===== config.mk =====
export PLATFORM = sky130hd
export DESIGN_NAME = pc_fetch_sequencer
export DESIGN_NICKNAME = d
export VERILOG_FILES = /design/src/rtl/pc_fetch_sequencer.sv
export SDC_FILE = /design/constraint.sdc
export NUM_CORES = 1
export LEC_CHECK = 0
export CORE_MARGIN = 2
export CORE_UTILIZATION = 44
export CTS_BUF_LIST = sky130_fd_sc_hd__clkbuf_4 sky130_fd_sc_hd__clkbuf_8
export CTS_CLUSTER_DIAMETER = 120
export CTS_CLUSTER_SIZE = 8
export DETAILED_ROUTE_END_ITERATION = 10
export PLACE_DENSITY = 0.84
export SLEW_MARGIN = 25
export SYNTH_ARGS = -nofsm -noshare
export SYNTH_HDL_FRONTEND = slang
export SYNTH_SLANG_ARGS = --single-unit

===== constraint.sdc =====
create_clock -name clk -period 3 [get_ports clk]
set_input_delay 0.45 -clock clk [delete_from_list [all_inputs] [get_ports clk]]
set_output_delay 0.45 -clock clk [all_outputs]
set_load 0.05 [all_outputs]

===== src/rtl/pc_fetch_sequencer.sv =====
// PC owner: fetches over imem req/ack, holds Instr until retire, then steers PC (PC+4 / PCTarget / JALR) or traps.
// Retire-to-request is one cycle (2 cycles/instr minimum); imem waits are bounded by TIMEOUT, core stalls by holding instr_ready low.
module pc_fetch_sequencer #(
   parameter logic [31:0] RESET_VEC = 32'h0000_0000,
   parameter logic [31:0] TRAP_VEC  = 32'h0000_0100,
   parameter int          TIMEOUT   = 16
) (
   input  logic        clk,
   input  logic        reset,
   input  logic [31:0] PCTarget,
   input  logic [31:0] ALUResult,
   input  logic [1:0]  PCSrc,
   input  logic        instr_ready,
   input  logic        imem_ack,
   input  logic [31:0] imem_rdata,
   output logic        imem_req,
   output logic [31:0] imem_addr,
   output logic [31:0] PC,
   output logic [31:0] PCPlus4,
   output logic [31:0] Instr,
   output logic        instr_valid,
   output logic        trap,
   output logic        trap_cause,
   output logic [31:0] trap_pc
);

   localparam logic [0:0] S_FETCH = 1'b0;
   localparam logic [0:0] S_ISSUE = 1'b1;

   localparam int             CW      = $clog2(TIMEOUT);
   localparam logic [CW-1:0]  CNT_MAX = CW'(TIMEOUT - 1);

   logic [0:0]    state;
   logic [CW-1:0] wait_cnt;
   logic [31:0]   next_pc;

   assign imem_req  = (state == S_FETCH);
   assign imem_addr = PC;
   assign PCPlus4   = PC + 32'd4;

   // Reserved PCSrc encoding falls through to sequential flow.
   always_comb begin
      next_pc = PCPlus4;
      case (PCSrc)
         2'b01:   next_pc = PCTarget;
         2'b10:   next_pc = {ALUResult[31:1], 1'b0};
         default: next_pc = PCPlus4;
      endcase
   end

   always_ff @(posedge clk or negedge reset) begin
      if (!reset) begin
         state       <= S_FETCH;
         PC          <= RESET_VEC;
         Instr       <= 32'h0;
         instr_valid <= 1'b0;
         wait_cnt    <= '0;
         trap        <= 1'b0;
         trap_cause  <= 1'b0;
         trap_pc     <= 32'h0;
      end else begin
         trap <= 1'b0;
         case (state)
            S_FETCH: begin
               // An ack arriving on the last allowed cycle still wins over the timeout.
               if (imem_ack) begin
                  Instr       <= imem_rdata;
                  instr_valid <= 1'b1;
                  wait_cnt    <= '0;
                  state       <= S_ISSUE;
               end else if (wait_cnt == CNT_MAX) begin
                  trap       <= 1'b1;
                  trap_cause <= 1'b1;
                  trap_pc    <= PC;
                  PC         <= TRAP_VEC;
                  wait_cnt   <= '0;
               end else begin
                  wait_cnt <= wait_cnt + CW'(1);
               end
            end
            default: begin
               if (instr_ready) begin
                  instr_valid <= 1'b0;
                  state       <= S_FETCH;
                  if (next_pc[1:0] != 2'b00) begin
                     trap       <= 1'b1;
                     trap_cause <= 1'b0;
                     trap_pc    <= next_pc;
                     PC         <= TRAP_VEC;
                  end else begin
                     PC <= next_pc;
                  end
               end
            end
         endcase
      end
   end

endmodule


==> impl_metrics.json <==
{
  "max_cap_viol_count": 0,
  "final_nets": 957,
  "ff2ff_path_depth": 6,
  "synthesis.nets": 730,
  "fillCellCount": 966,
  "p_per_area_nw_per_um2": 802.0,
  "path_cells": "buf_6 > nand4_1 > or4_4 > or4_4 > nand2_2 > buf_12",
  "dpl.hpwl_um": 16260,
  "ys_seq_area_frac": 0.4349,
  "met3_length_um": 2031,
  "grt_overflow_total": 0,
  "r2r_setup_slack_ps": 510,
  "critPathRequiredTime_ps": 2550,
  "fp.dieH_um": 120.6,
  "final_util": 0.6875,
  "synth.area.top_cells": "dfrtp_1 (43%), mux2_2 (6.2%), a221o_1 (5.0%)",
  "reg2reg_from": "PC[3]$_DFFE_PN0P_",
  "tightestPinTransition_ps": 877.6,
  "worst-path-buf-inv": 2,
  "critPathSlowestCell": "or4_4",
  "rows": 42,
  "crit_family": "simple AND/OR/NAND/NOR gates",
  "report.final.slew_viol_count": 0,
  "place_ws_ps": 10.61,
  "synthArstFlopShare": 1.000,
  "peakVddDrop_uv": 420.6,
  "setup_viol": 0,
  "coreArea_um2": 13240,
  "diodes": 0,
  "grt_pass1_vias": 6201,
  "clk_pin_slew_ps": 100,
  "first_pass_iters": 5,
  "synthDistinctLibCells": 66,
  "fin_crit_ps": 2966,
  "skew_ps": 15.46,
  "status": "complete, no violations",
  "cts_tree": "yes",
  "die_x_um": 120.6,
  "cts.sinks": 104,
  "yosysTopAreaCell": "dfrtp_1",
  "cp.arrival_ps": 2520,
  "p_total_uw": 7302,
  "gp_congestion": 0.8629,
  "grt_antenna_before_repair": 0,
  "avgRoutedWirePerCell_um": 21.38,
  "synth.top_cell.area_share": 0.4349,
  "startpoint": "PC[2]$_DFFE_PN0P_",
  "end_kind": "output pin",
  "drc": 0,
  "yosys_register_bits": 104,
  "syn_to_final_growth_pct": 52.14,
  "rsz0062_at_grt": "yes",
  "synth_flop_cell": "dfrtp_1",
  "h-tree-depth": 3,
  "drtIter0Drc": 622,
  "hold_viol": 0,
  "syn_area_per_cell_um2": 9.591,
  "crit_path_frequent_cell": "or4_4",
  "grt_pass1_wl_um": 33960,
  "period_share": 0.9887,
  "via_count": 6235,
  "synthCells": 624,
  "stdcell_count": 1032,
  "synth_edf_count": 0,
  "dieArea_um2": 14550,
  "io_pins": 266,
  "ctsLongestPathBuffers": 2,
  "final_antenna_net_count": 0,
  "vias_per_cell": 6.042,
  "hold_path_class": "in -> async",
  "initial_utilization": 0.4519,
  "topRoutingLayerUsed": "met4",
  "numPortBuffers": 264,
  "worstSetupStartpointType": "register",
  "yosys_warnings": 0,
  "route.met2.wl_um": 10780,
  "clock_latency_ps": 400,
  "critPathMaxFanout": 20,
  "setup_ws_ps": 33.92,
  "clock.fmax_mhz": 337.1,
  "drt-met1-wl_um": 8499,
  "r2r_end": "trap_pc[24]$_DFFE_PN0P_",
  "grt_max_degree": 68,
  "ctsRootBufferMaster": "clkbuf_8",
  "gr-usage-all-layers": 0.3007,
  "max_stage_delay_ps": 650,
  "dp.cells": 1014,
  "slew-limit-headroom": 0.4149,
  "syn_area_um2": 5984,
  "path_class": "reg -> out",
  "layout-drive-gt1-share": 0.1729,
  "finalWirelength_um": 22070,
  "hold_buffers": 0,
  "p_leak_uw": 0.003819,
  "cts_buffers": 9
}
-- registers in the layout (all words and copies together), names as in the netlist --
register	cells
Instr	32
PC	32
trap_pc	32
trap_cause	1
state	1
trap	1
instr_valid	1
wait_cnt	4
-- worst register-to-register path: stages, from the launching register on --
cell and delay, ps:
dfrtp_2 410, ha_4 160, nand4_1 170, or4_4 650, or3_1 400, a311oi_1 420
a221o_1 210
-- per-stage QoR --
stage / hold WS, ps / cell area (µm²) / setup TNS [ps]
2_1_floorplan: 154.4 / 6030 / 0
3_3_place_gp: 473.5 / 8860 / 0
3_5_place_dp: 462.6 / 8860 / 0
4_1_cts: 180.1 / 9062 / -2.458
5_1_grt: 215.4 / 9105 / -18.66
6_report: 147.0 / 9105 / 0
-- timing repair --
action                     4_1_cts  5_1_grt
buffers inserted                 0        2
pin swaps                        2        4
resized for setup                9        6
cloned                           0        0
setup endpoints to repair        9        5
-- final cells by class --
class                      count  area (µm²)  share of cell area
timing repair buffer         302        3105              0.3411
multi-input combinational    421        2942              0.3231
sequential                   104        2610              0.2867
tap                          176       220.2             0.02419
clock buffer                  10       137.6             0.01512
inverter                      13       48.80            0.005359
clock inverter                 6       41.29            0.004535
-- cells in the final DEF (no fill, tap or decap), drive strengths merged, types with 4 or more instances in the layout --
cell             n
and4             4
a311oi           7
or4              6
a221o           30
xnor2           11
or3             10
dfrtp          104
o31ai            4
a221oi          11
nor2            34
o21ai           43
ha               4
nand4           10
a22oi           10
nand2           67
mux2            33
clkdlybuf4s50  238
a22o            13
inv             16
a21oi           30
xor2             6
a31oi            4
buf             62
and3            10
nand3           14
nor3            10
clkbuf          10
-- report_power, final --
group | switching [µW] | leakage, µW | internal (µW)
registers | 341 | 0.00131 | 1770
logic | 2790 | 0.00241 | 1560
clock network | 521 | 0.0000972 | 330
-- Yosys cell counts (3+ instances only) --
master    instances
o22ai_1           3
a221o_1          30
nor3_1           10
mux2_2           33
a221oi_1         11
inv_1            13
a31oi_1           4
and2_1            3
dfrtp_1         104
a211oi_1          3
o31ai_1           3
a22o_1           13
clkbuf_1         34
o21ai_0          41
or3_1            10
nand2_1          67
xor2_1            6
a21oi_1          30
ha_1              4
a22oi_1          10
buf_1             8
buf_4            36
buf_2             6
o211ai_1          3
and3_1           10
o21a_1            3
nand3_1          13
and4_1            4
xnor2_1          11
nor2_1           34
nor4_1            3
a311oi_1          6
nand4_1           8
or4_1             4
-- metal layers --
layer | vias to the layer above | track usage
met2 | 391 | 0.4831
li1 | 2741 | -
met1 | 3038 | 0.3889
met3 | 65 | 0.07453
met4 | 0 | 0.1221
met5 | - | 0
-- worst max path at each step --
| stage | to | depth (start not counted) |
|---|---|---|
| 4_1_cts | PCPlus4[30] | 6 |
| 6_report | PCPlus4[31] | 6 |
| 3_5_place_dp | PC[13]$_DFFE_PN0P_ | 8 |
| 3_3_place_gp | PC[11]$_DFFE_PN0P_ | 8 |
| 2_1_floorplan | PCPlus4[26] | 6 |
| 5_1_grt | PCPlus4[31] | 5 |
-- cell families after synthesis --
| family | after synthesis | synth area share |
|---|---|---|
| buf+inv | 99 | 0.08844 |
| flops | 104 | 0.4349 |
| mux | 33 | 0.06210 |
| simple gates | 181 | 0.1528 |
| fa+ha+maj | 4 | 0.008363 |
| xor+xnor | 17 | 0.02488 |
| compound gates | 186 | 0.2285 |
Note: power is estimated with default switching activity, not from simulation.
